`src/rtl/pll_lock_supervisor.sv`:
```
// PLL start-up supervisor: pulses the PLL reset, waits for a stable synchronized
// lock, then releases the core reset; retries on timeout and latches a failure.
module pll_lock_supervisor #(
   parameter int unsigned RESET_CYCLES  = 12,
   parameter int unsigned LOCK_TIMEOUT  = 1200,
   parameter int unsigned STABLE_CYCLES = 64,
   parameter int unsigned MAX_RETRIES   = 3
) (
   input  logic       REFERENCECLK,
   input  logic       RESET,
   input  logic       LOCK,
   output logic       PLLRESETB,
   output logic       CORERESET,
   output logic       READY,
   output logic       ERROR,
   output logic [7:0] RELOCKCOUNT
);

   localparam int unsigned MAX_A   = (RESET_CYCLES > LOCK_TIMEOUT) ? RESET_CYCLES : LOCK_TIMEOUT;
   localparam int unsigned MAX_CYC = (MAX_A > STABLE_CYCLES) ? MAX_A : STABLE_CYCLES;
   localparam int unsigned CNT_W   = $clog2(MAX_CYC + 1);
   localparam int unsigned RTY_W   = (MAX_RETRIES > 0) ? $clog2(MAX_RETRIES + 1) : 1;

   typedef enum logic [2:0] {
      S_HOLD      = 3'd0,
      S_WAIT_LOCK = 3'd1,
      S_STABLE    = 3'd2,
      S_RUN       = 3'd3,
      S_FAIL      = 3'd4
   } state_t;

   state_t             r_state;
   state_t             w_next;
   logic [CNT_W-1:0]   r_cnt;
   logic [CNT_W-1:0]   w_cnt_nxt;
   logic [RTY_W-1:0]   r_retry;
   logic [RTY_W-1:0]   w_retry_nxt;
   logic [7:0]         r_relock;
   logic [7:0]         w_relock_nxt;
   logic               r_sync1;
   logic               r_lock_s;
   logic               r_pllresetb;
   logic               r_corereset;
   logic               r_ready;
   logic               r_error;
   logic               w_pllresetb;
   logic               w_corereset;
   logic               w_ready;
   logic               w_error;

   // Two-flop synchronizer; r_lock_s is the only view of LOCK used by the FSM.
   always_ff @(posedge REFERENCECLK) begin
      if (RESET) begin
         r_sync1  <= 1'b0;
         r_lock_s <= 1'b0;
      end else begin
         r_sync1  <= LOCK;
         r_lock_s <= r_sync1;
      end
   end

   always_ff @(posedge REFERENCECLK) begin
      if (RESET) begin
         r_state     <= S_HOLD;
         r_cnt       <= '0;
         r_retry     <= '0;
         r_relock    <= '0;
         r_pllresetb <= 1'b0;
         r_corereset <= 1'b1;
         r_ready     <= 1'b0;
         r_error     <= 1'b0;
      end else begin
         r_state     <= w_next;
         r_cnt       <= w_cnt_nxt;
         r_retry     <= w_retry_nxt;
         r_relock    <= w_relock_nxt;
         r_pllresetb <= w_pllresetb;
         r_corereset <= w_corereset;
         r_ready     <= w_ready;
         r_error     <= w_error;
      end
   end

   // Next state, shared cycle counter, retry/relock bookkeeping and next-state output decode.
   always_comb begin
      w_next       = r_state;
      w_cnt_nxt    = r_cnt;
      w_retry_nxt  = r_retry;
      w_relock_nxt = r_relock;
      w_pllresetb  = 1'b0;
      w_corereset  = 1'b1;
      w_ready      = 1'b0;
      w_error      = 1'b0;

      case (r_state)
         S_HOLD: begin
            w_cnt_nxt = r_cnt + CNT_W'(1);
            if (r_cnt == CNT_W'(RESET_CYCLES - 1)) w_next = S_WAIT_LOCK;
         end
         S_WAIT_LOCK: begin
            w_cnt_nxt = r_cnt + CNT_W'(1);
            if (r_lock_s) begin
               w_next = S_STABLE;
            end else if (r_cnt == CNT_W'(LOCK_TIMEOUT - 1)) begin
               if (r_retry < RTY_W'(MAX_RETRIES)) begin
                  w_next      = S_HOLD;
                  w_retry_nxt = r_retry + RTY_W'(1);
               end else begin
                  w_next = S_FAIL;
               end
            end
         end
         S_STABLE: begin
            // Lock loss wins over a completing count.
            if (!r_lock_s) begin
               w_next = S_WAIT_LOCK;
            end else if (r_cnt == CNT_W'(STABLE_CYCLES)) begin
               w_next      = S_RUN;
               w_retry_nxt = '0;
            end else begin
               w_cnt_nxt = r_cnt + CNT_W'(1);
            end
         end
         S_RUN: begin
            if (!r_lock_s) begin
               w_next = S_HOLD;
               if (r_relock != 8'hFF) w_relock_nxt = r_relock + 8'd1;
            end
         end
         S_FAIL: begin
            w_next = S_FAIL;
         end
         default: begin
            w_next = S_HOLD;
         end
      endcase

      if (w_next != r_state) w_cnt_nxt = '0;

      w_pllresetb = (w_next == S_WAIT_LOCK) || (w_next == S_STABLE) || (w_next == S_RUN);
      w_corereset = (w_next != S_RUN);
      w_ready     = (w_next == S_RUN);
      w_error     = (w_next == S_FAIL);
   end

   assign PLLRESETB   = r_pllresetb;
   assign CORERESET   = r_corereset;
   assign READY       = r_ready;
   assign ERROR       = r_error;
   assign RELOCKCOUNT = r_relock;

endmodule

```
`config.mk`:
```
export PLATFORM = sky130hd
export DESIGN_NAME = pll_lock_supervisor
export DESIGN_NICKNAME = d
export VERILOG_FILES = /design/src/rtl/pll_lock_supervisor.sv
export SDC_FILE = /design/constraint.sdc
export NUM_CORES = 1
export LEC_CHECK = 0
export CAP_MARGIN = 30
export CORE_MARGIN = 4
export CORE_UTILIZATION = 56
export DETAILED_ROUTE_END_ITERATION = 16
export PLACE_DENSITY_LB_ADDON = 0.05
export REMOVE_ABC_BUFFERS = 1
export SLEW_MARGIN = 15
export SYNTH_ARGS = -nofsm -noshare
export SYNTH_HDL_FRONTEND = slang
export SYNTH_SLANG_ARGS = --single-unit
```
`constraint.sdc`:
```
create_clock -name REFERENCECLK -period 2.75 [get_ports REFERENCECLK]
set_input_delay 0.55 -clock REFERENCECLK [delete_from_list [all_inputs] [get_ports REFERENCECLK]]
set_output_delay 0.55 -clock REFERENCECLK [all_outputs]
set_load 0.02 [all_outputs]
```
==> summary.md <==
| Metric | Value |
|---|---|
| Fin. max-slew vios | `0` |
| # port buffers | `14` |
| Worst setup EP type | `flip-flop` |
| YS warnings | `0` |
| Avg Cell Area, Syn | `8.74 um2` |
| Final core occ | `0.689` |
| Setup violators final | `0` |
| Initial antenna violation count | `0` |
| Share of flip-flops with an asynchronous set or reset | `0` |
| CP Max Fanout | `9` |
| Hold Path Origin | `r_sync1` |
| Layout cell share with drive strength beyond 1 | `0.0942` |
| CTS Hold Bufs | `0` |
| Clock transition at path regs | `90 ps` |
| Leak | `0.626 nW` |
| Grt ovf | `0` |
| First-pass iteration count of the detailed router | `4` |
| RSZ-0062 raised after global routing | `no` |
| DR WL/cell | `13.9 um` |
| Die Span X | `60.4 um` |
| Pwr/cell area | `477 nW/um2` |
| Final-stage net count | `197` |
| Syn Inst Count | `176` |
| Seq cells post-synth | `30` |
| Initial core utilization | `0.604` |
| Tmin final | `2310 ps` |
| Max_slew headroom | `0.480` |
| Worst Hold Class | `flip-flop to flip-flop` |
| Clock share of power | `0.327` |
| Final GP Congestion | `0.835` |
| EDFF count, synth | `0` |
| DRT antenna net count | `0` |
| # Post-CTS Setup Buffers | `0` |
| Post-cts repair resize count | `0` |
| Global-route wire length before repair | `5.18 mm` |
| Sequential fraction of the synthesis area | `0.391` |
| CP Data Arrival Time | `2500 ps` |
| Total internal power | `0.617 mW` |
| CTS tree | `done` |
| Clock tree buffer depth | `2` |
| Register-to-register setup slack | `440 ps` |
| Sw Ratio | `0.263` |
| Clock Skews | `9.23 ps` |
| R2R depth | `6` |
| Most frequent cells in the layout | `30 x dfxtp_1, 28 x nor2_1, 14 x clkdlybuf4s50_1, 11 x xor2_1, 10 x nand3_1` |
| Worst hold path depth | `1` |
| Largest net degree at the start of global routing | `17` |
| Worst vdd ir | `0.000343 V` |
| Synth cell types | `41` |
| Root cell of the clock tree | `clkbuf_4` |
| Die area | `3650 um2` |
| Hold EP | `r_lock_s` |
| Gr usage total | `0.193` |
| Outcome | `finished clean` |
| DIE HEIGHT | `60.4 um` |
| Vias/cell | `5.79` |
| CTS sink cnt | `30` |
| Layout area overhead | `14.0%` |
| Commonest non-fill, non-tap cell in the layout | `dfxtp_1` |
| Fin Setup TNS | `0 ps` |
| Core footprint | `2540 um2` |
| Tcrit/Tclk final | `0.840` |
| Mapped cell area | `1540 um2` |
| Gate power share | `0.114` |
| Clock Latency Late Sink | `320 ps` |
| FP Rows | `18` |
| Vias in the first global route | `1128` |
| Total CTS buffers | `5` |
| Initial drt markers | `58` |
| WS Path Type | `flip-flop to flip-flop` |
| Via Count | `1279` |
| Reg2reg start | `r_cnt[1]` |
| Terminus of the critical flop-to-flop path | `r_cnt[3]` |
| Hold Fails Final Rpt | `0` |
| Net switching power | `0.220 mW` |
| Ant diodes | `0` |
| CP Launch Type | `flip-flop` |
| WL final | `3.07 mm` |
| Required time of the critical path | `2940 ps` |
| Max-capacitance violation count | `0` |
| Reg power frac | `0.559` |
| Residual DRC | `0` |
| H-tree depth | `2` |
| Worst-margin pin slew | `780 ps` |
| Post-DP HPWL | `2.25 mm` |
| F_max | `433 MHz` |
| Synth Flop Type | `dfxtp_1` |
| Boundary Pins | `15` |
-- flip-flops by register name, summed over array words and instances (netlist names) --
register	cells
CORERESET	1
ERROR	1
PLLRESETB	1
READY	1
RELOCKCOUNT	8
r_cnt	11
r_lock_s	1
r_retry	2
r_state	3
r_sync1	1
-- stage by stage --
| stage | instances | power [mW] | hold slack (ps) | instance area, um2 | worst slack (ps) |
|---|---|---|---|---|---|
| floorplan | 167 | 0.544 | 414 | 1500 | 730 |
| global placement | 213 | 0.570 | 430 | 1690 | 511 |
| detailed placement | 213 | 0.574 | 427 | 1690 | 449 |
| CTS | 221 | 0.846 | 449 | 1750 | 432 |
| global route | 221 | 0.882 | 480 | 1750 | 265 |
| finish | 221 | 0.837 | 442 | 1750 | 439 |
-- critical path: stages (launching register included) --
cell       delay (ps)
dfxtp_1           370
ha_1              310
nand4b_1          150
or4_4             550
a2bb2oi_4         190
mux2i_2           500
nor2_1            110
-- worst max-delay path by stage --
stage,end,depth (start not counted),startpoint,slack [ps]
after floorplan,r_cnt[0],6,r_cnt[1],730
after global placement,r_cnt[7],6,r_cnt[1],510
after detailed placement,r_cnt[3],6,r_cnt[1],450
after CTS,r_cnt[3],6,r_cnt[1],430
after global routing,r_cnt[3],6,r_cnt[1],270
final,r_cnt[3],6,r_cnt[1],440
-- area by class of cell --
cell class,count,area (um2)
clock buffers,7,55.1
clock inverters,1,5.00
inverters,6,22.5
repair buffers,16,155
well taps,30,37.5
flip-flops and latches,30,601
multi-input cells,131,877
fillers,214,792
-- layer usage --
| metal | part of all wire | up-vias | wire length (um) | global-route usage |
|---|---|---|---|---|
| met4 | 0.0078 | 0 | 24 | 0.0759 |
| met2 | 0.46 | 31 | 1400 | 0.292 |
| li1 | - | 644 | - | - |
| met5 | 0 | - | 0 | 0 |
| met1 | 0.48 | 600 | 1470 | 0.256 |
| met3 | 0.055 | 4 | 169 | 0.0617 |
-- Yosys cell counts (2+ instances only) --
master     n  area (um2)
nor3_1     6        30.0
mux2i_1    2        20.0
nor3b_1    2        15.0
nand3_1   10        50.1
and4_1     2        17.5
buf_2      3        15.0
nand4b_1   3        26.3
xor2_1    11        96.3
xnor2_1    8        70.1
nor2b_1    5        31.3
nor4_1     2        12.5
dfxtp_1   30         601
nand2_1    8        30.0
a21oi_1    5        25.0
a211oi_1   2        15.0
nor2_1    28         105
nand4_1    8        50.1
inv_1      6        22.5
or2_2      2        12.5
ha_1       4        50.1
and3_1     4        25.0
clkbuf_1   6        22.5
-- power groups by stage --
stage                     logic, mW  registers (mW)  clock network, mW
after CTS                    0.0959           0.468              0.282
final                        0.0955           0.468              0.273
after detailed placement     0.0954           0.479                  0
after global placement       0.0928           0.478                  0
after global routing          0.108           0.471              0.303
after floorplan              0.0678           0.477                  0
-- cell families (layout without fill, tap and decap cells) --
| family | after synthesis | in the layout | synth area share |
|---|---|---|---|
| adders and majority gates | 4 | 4 | 0.0325 |
| AOI/OAI and AO/OA | 14 | 14 | 0.0757 |
| DFF | 30 | 30 | 0.391 |
| buffers and inverters | 15 | 30 | 0.0391 |
| and+or+nand+nor | 91 | 91 | 0.332 |
| muxes | 3 | 3 | 0.0220 |
| xor gates and xnor gates | 19 | 19 | 0.108 |
Note: power is estimated with default switching activity, not from simulation.
==> variant 1, RTL diff (config.mk and constraints unchanged) <==
The parameter `STABLE_CYCLES` goes from 64 to 128.
--- a/src/rtl/pll_lock_supervisor.sv
+++ b/src/rtl/pll_lock_supervisor.sv
@@ -4,5 +4,5 @@
    parameter int unsigned RESET_CYCLES  = 12,
    parameter int unsigned LOCK_TIMEOUT  = 1200,
-   parameter int unsigned STABLE_CYCLES = 64,
+   parameter int unsigned STABLE_CYCLES = 128,
    parameter int unsigned MAX_RETRIES   = 3
 ) (
Formal check against the unedited RTL: no difference found for any inputs over 10 cycles, from zero or initial values and one cycle with RESET high; that may be too few to reach the edited logic, so the function may still have changed.
==> variant 1 against the original RTL <==
Area after synthesis down 1.1%. Setup slack better by 0.11 ns. Combinational power up 38%. Sequential cell count unchanged. Largest power group unchanged. Non-clock buffer count down 1. Power up 8.7%. Wire length down 4.4%. First-iteration DRC count down 26%. Cell area down 1.2%. Clock power about the same.
==> variant 1: results (changes against the original RTL) <==
** STA
- Setup slack after layout :: 0.545 ns (was 0.439 ns)
- Worst hold margin :: 0.454 ns (was 0.442 ns)
- The relative slew slack is 58.4% (was 48.0%).
- Worst setup skew after layout :: 0.0118 ns (was 0.00923 ns)

** Power and ir drop
- The worst-case vdd ir drop was 0.000508 V (was 0.000343 V).
- The static power due to leakage was 0.622 nW (was 0.626 nW).

** Drt
- Post-route ant nets :: 0 (unchanged)
- The total via count after detailed routing came to 1209 (was 1279).
- WL/cell :: 14.0 um (was 13.9 um)
- First DRT Iteration DRCs :: 43 (was 58)
- The number of detailed-routing iterations run before antenna repair came to 4 (unchanged).

** Global routing
- The wire length of the first global-routing pass was 5180 um (about the same).
- The total global routing track utilization is 19.2% (was 19.3%).
- The number of global-route vias before repair was 1141 (was 1128).
- The maximum number of pins on one net before global-route repair was 19 (was 17).

** Worst setup path
- Largest driver fanout on the critical path :: 8 (was 9)
- The cell count of the worst reg-to-reg path is 7 (was 6).
- Arrival time at the worst endpoint :: 2.42 ns (was 2.50 ns)

** Final layout
- Fraction of final layout cells with drive strength greater than 1 :: 10.6% (was 9.42%)
- The fraction of standard cell area in multi-input logic came to 50.1% (was 50.0%).
- The number of buffers other than clock buffers in the final layout was 15 (was 16).
- Non-clk buf share :: 8.53% (was 8.85%)
- The filler cell count came to 209 (was 214).
- The number of signal-net inverters in the final layout was 4 (was 6).
- The total of clock buffers placed in the layout came to 6 (was 7).
- The non-filler instance count after layout came to 209 (was 221).
- Fraction of the core area covered by cells at the end of the flow :: 68.0% (was 68.9%)
- Final layout net count :: 185 (was 197)
- The multi-input combinational cell count is 122 (was 131).
- Clk tree area frac :: 3.68% (was 3.43%)

** Yosys
- The mean cell area of the mapped netlist is 9.33 um2 (was 8.74 um2).
- Ranking of synthesized cells by area: sky130_fd_sc_hd__dfxtp_1 39%, sky130_fd_sc_hd__xor2_1 6.9%, sky130_fd_sc_hd__nor2_1 5.4% (was sky130_fd_sc_hd__dfxtp_1 39%, sky130_fd_sc_hd__nor2_1 6.8%, sky130_fd_sc_hd__xor2_1 6.3%).
- Sequential-to-total area share from yosys stat :: 39.5% (was 39.1%)
- Synth top area share :: 39.5% (was 39.1%)
- Number of library cell types mapped by synthesis :: 46 (was 41)
- Most instantiated cells after synthesis: 30 x sky130_fd_sc_hd__dfxtp_1, 22 x sky130_fd_sc_hd__nor2_1, 12 x sky130_fd_sc_hd__xor2_1, 11 x sky130_fd_sc_hd__nand2_1, 9 x sky130_fd_sc_hd__nand4_1 (was 30 x sky130_fd_sc_hd__dfxtp_1, 28 x sky130_fd_sc_hd__nor2_1, 11 x sky130_fd_sc_hd__xor2_1, 10 x sky130_fd_sc_hd__nand3_1).

** Placed design
- The post-placement setup slack is 0.537 ns (was 0.449 ns).
- The detailed placer's ending HPWL came to 2190 um (was 2250 um).
- The placer's final routability congestion estimate is 0.833 (was 0.835).
- Placed cell count :: 201 (was 213)

** Clock network
- CTS H-tree lvls :: 2 (unchanged)

** Outcome
- Run status :: finished clean (unchanged)
[variant 1: kinds of logic (layout without fill, tap and decap cells)]
family / after synthesis / in the layout / synth area share [%]
simple gates: 80 / 80 / 30.5
flops: 30 / 30 / 39.5
xor+xnor: 18 / 18 / 10.4
compound gates: 17 / 17 / 10.5
buf+inv: 11 / 27 / 3.54
fa+ha+maj: 4 / 4 / 3.29
mux: 3 / 3 / 2.30
[variant 1: power groups by stage]
stage | clock network, mW | registers, mW | logic (mW)
3_5_place_dp | 0 | 0.514 | 0.132
6_report | 0.274 | 0.504 | 0.132
2_1_floorplan | 0 | 0.504 | 0.101
3_3_place_gp | 0 | 0.512 | 0.127
4_1_cts | 0.283 | 0.504 | 0.133
5_1_grt | 0.304 | 0.510 | 0.149
[variant 1: worst max-delay path: stages, from the launching register on]
cell,delay [ns]
sky130_fd_sc_hd__dfxtp_1,0.38
sky130_fd_sc_hd__inv_1,0.09
sky130_fd_sc_hd__ha_1,0.21
sky130_fd_sc_hd__and4b_1,0.19
sky130_fd_sc_hd__o211a_1,0.23
sky130_fd_sc_hd__a211oi_2,0.36
sky130_fd_sc_hd__mux2i_2,0.53
sky130_fd_sc_hd__nor2_1,0.10
[variant 1: per-layer routing]
metal	GRT usage, %	part of all wire [%]	wire (um)
met1	26.2	50	1460
met4	7.59	0.82	24
met5	0	0	0
met2	28.2	45	1320
met3	5.40	4.5	133
[variant 1: worst paths after layout]
check / to / from
worst min-delay path: r_lock_s$_SDFF_PP0_ / r_sync1$_SDFF_PP0_
worst max-delay path: r_cnt[3]$_SDFFE_PP0P_ / r_cnt[0]$_SDFFE_PP0P_
worst max register to register: r_cnt[3]$_SDFFE_PP0P_ / r_cnt[0]$_SDFFE_PP0P_
worst min register to register: r_lock_s$_SDFF_PP0_ / r_sync1$_SDFF_PP0_
==> variant 2, RTL diff (config.mk and constraints unchanged) <==
Without the edit above. The output `ERROR` loses its register stage (`r_error` becomes a continuous assignment).
--- a/src/rtl/pll_lock_supervisor.sv
+++ b/src/rtl/pll_lock_supervisor.sv
@@ -69,5 +69,4 @@
          r_corereset <= 1'b1;
          r_ready     <= 1'b0;
-         r_error     <= 1'b0;
       end else begin
          r_state     <= w_next;
@@ -78,7 +77,8 @@
          r_corereset <= w_corereset;
          r_ready     <= w_ready;
-         r_error     <= w_error;
       end
    end
+
+   assign r_error = w_error;
 
    // Next state, shared cycle counter, retry/relock bookkeeping and next-state output decode.
Formal check against the unedited RTL: same outputs for any inputs over 10 cycles, from zero or initial values and one cycle with RESET high; that may be too few to reach the edited logic, so the function may still have changed.
==> variant 2 against the original RTL <==
Wire length increased by 5.0%. Area after synthesis decreased by 1.8%. Sequential cell count decreased by 1. Cell area increased by 6.1%. Sequential share of layout area decreased by 3.0 points. Maximum frequency decreased by 14%. Setup slack got worse by 0.39 ns.
Power is not compared: it rests on default switching activity, and its combinational part moved more than twofold at a synthesized area within 25%.
==> variant 2: results (changes against the original RTL) <==
** Global routing
- First-pass GRT wire length :: 5880 um (was 5180 um)
- The number of global-route vias before repair was 1361 (was 1128).
- The maximum number of pins on one net before global-route repair was 15 (was 17).

** Drt
- The total via count after detailed routing was 1327 (was 1279).
- First DRT Iteration DRCs :: 44 (was 58)
- Detailed Route WL :: 3230 um (was 3070 um)
- The routed length per placed instance was 14.1 um (was 13.9 um).

** Yosys
- Most instantiated cells after synthesis: 29 x sky130_fd_sc_hd__dfxtp_1, 17 x sky130_fd_sc_hd__nor2_1, 13 x sky130_fd_sc_hd__nand3_1, 11 x sky130_fd_sc_hd__xnor2_1, 9 x sky130_fd_sc_hd__nand2_1 (was 30 x sky130_fd_sc_hd__dfxtp_1, 28 x sky130_fd_sc_hd__nor2_1, 11 x sky130_fd_sc_hd__xor2_1, 10 x sky130_fd_sc_hd__nand3_1).
- Post-synthesis instance total :: 168 (was 176)
- Number of library cell types mapped by synthesis :: 38 (was 41)
- Post-synthesis compound-gate area fraction :: 8.20% (was 7.57%)
- Ranking of synthesized cells by area: sky130_fd_sc_hd__dfxtp_1 38%, sky130_fd_sc_hd__nor3b_2 6.6%, sky130_fd_sc_hd__xnor2_1 6.4% (was sky130_fd_sc_hd__dfxtp_1 39%, sky130_fd_sc_hd__nor2_1 6.8%, sky130_fd_sc_hd__xor2_1 6.3%).
- The mux cell area share after synthesis came to 1.99% (was 2.20%).
- Xor and xnor area share after synthesis :: 9.86% (was 10.8%)

** Worst setup path
- The minimum setup slack among reg-to-reg paths was 0.47 ns (was 0.44 ns).
- The data arrival time at the worst-slack endpoint came to 2.15 ns (was 2.50 ns).
- The maximum fanout along the worst path came to 2 (was 9).
- The reg-to-reg critical path endpoint is r_cnt[1]$_SDFFE_PP0P_ (was r_cnt[3]$_SDFFE_PP0P_).
- R2R depth :: 7 (was 6)
- The origin of the critical flop-to-flop path is r_cnt[0]$_SDFFE_PP0P_ (was r_cnt[1]$_SDFFE_PP0P_).

** Final layout
- The share of layout cells above drive strength 1 came to 20.2% (was 9.42%).
- The net count reported at finish is 204 (was 197).
- The post-route core utilization is 73.7% (was 68.9%).
- The area growth from synthesis to layout is 23.1% (was 14.0%).

** Placed design
- The placer's final routability congestion estimate was 0.941 (was 0.835).
- Area after DPL :: 0.00177 mm2 (was 0.00169 mm2)
- Placed cell count :: 220 (was 213)
- The detailed placer's ending HPWL came to 2450 um (was 2250 um).

** STA
- Worst setup skew after layout :: 0.0103 ns (was 0.00923 ns)
- The relative slew slack is 42.7% (was 48.0%).

** Outcome
- Run status: finished clean (unchanged).
[variant 2: what timing repair did]
item / in CTS / in global routing
cloned: 0 / 0
resized for setup: 4 / 4
endpoints found under the hold margin: 0 / 0
setup endpoints to repair: 1 / 1
[variant 2: worst max-delay path by stage]
stage / start / end / slack (ns) / cells past startpoint
floorplan: r_cnt[8]$_SDFFE_PP0P_ / ERROR / 0.39 / 4
global placement: r_cnt[8]$_SDFFE_PP0P_ / ERROR / -0.05 / 5
detailed placement: r_cnt[8]$_SDFFE_PP0P_ / ERROR / -0.07 / 5
CTS: r_cnt[8]$_SDFFE_PP0P_ / ERROR / 0.02 / 5
global route: r_cnt[8]$_SDFFE_PP0P_ / ERROR / 0.002 / 5
finish: r_cnt[8]$_SDFFE_PP0P_ / ERROR / 0.05 / 5
[variant 2: cell type report]
| class | count | area (um2) | area share (%) |
|---|---|---|---|
| clock buffers | 7 | 55.1 | 2.96 |
| clock inverters | 1 | 30.0 | 1.62 |
| inverters | 5 | 18.8 | 1.01 |
| multi-input cells | 126 | 875 | 47.0 |
| flip-flops and latches | 29 | 582 | 31.3 |
| well taps | 30 | 37.5 | 2.02 |
| repair buffers | 30 | 262 | 14.1 |
[variant 2: stage by stage]
step / power (mW) / setup WS, ns
final: 0.832 / 0.0527
after global routing: 0.866 / 0.00208
after CTS: 0.838 / 0.0153
after detailed placement: 0.481 / -0.0692
after global placement: 0.479 / -0.0530
after floorplan: 0.461 / 0.394
[variant 2: critical path, delay by kind of cell (launching register included)]
kind	cells	cell delay [ns]
buffers and inverters	1	0.11
flip-flops	1	0.33
AND/OR/NAND/NOR	4	1.40
[variant 2: per-layer routing]
metal	GRT usage (%)	vias to the layer above	share of wire (%)
met2	34.9	27	49
li1	-	648	-
met4	10.1	0	1.6
met5	0	-	0
met1	26.8	644	46
met3	4.97	8	4.1
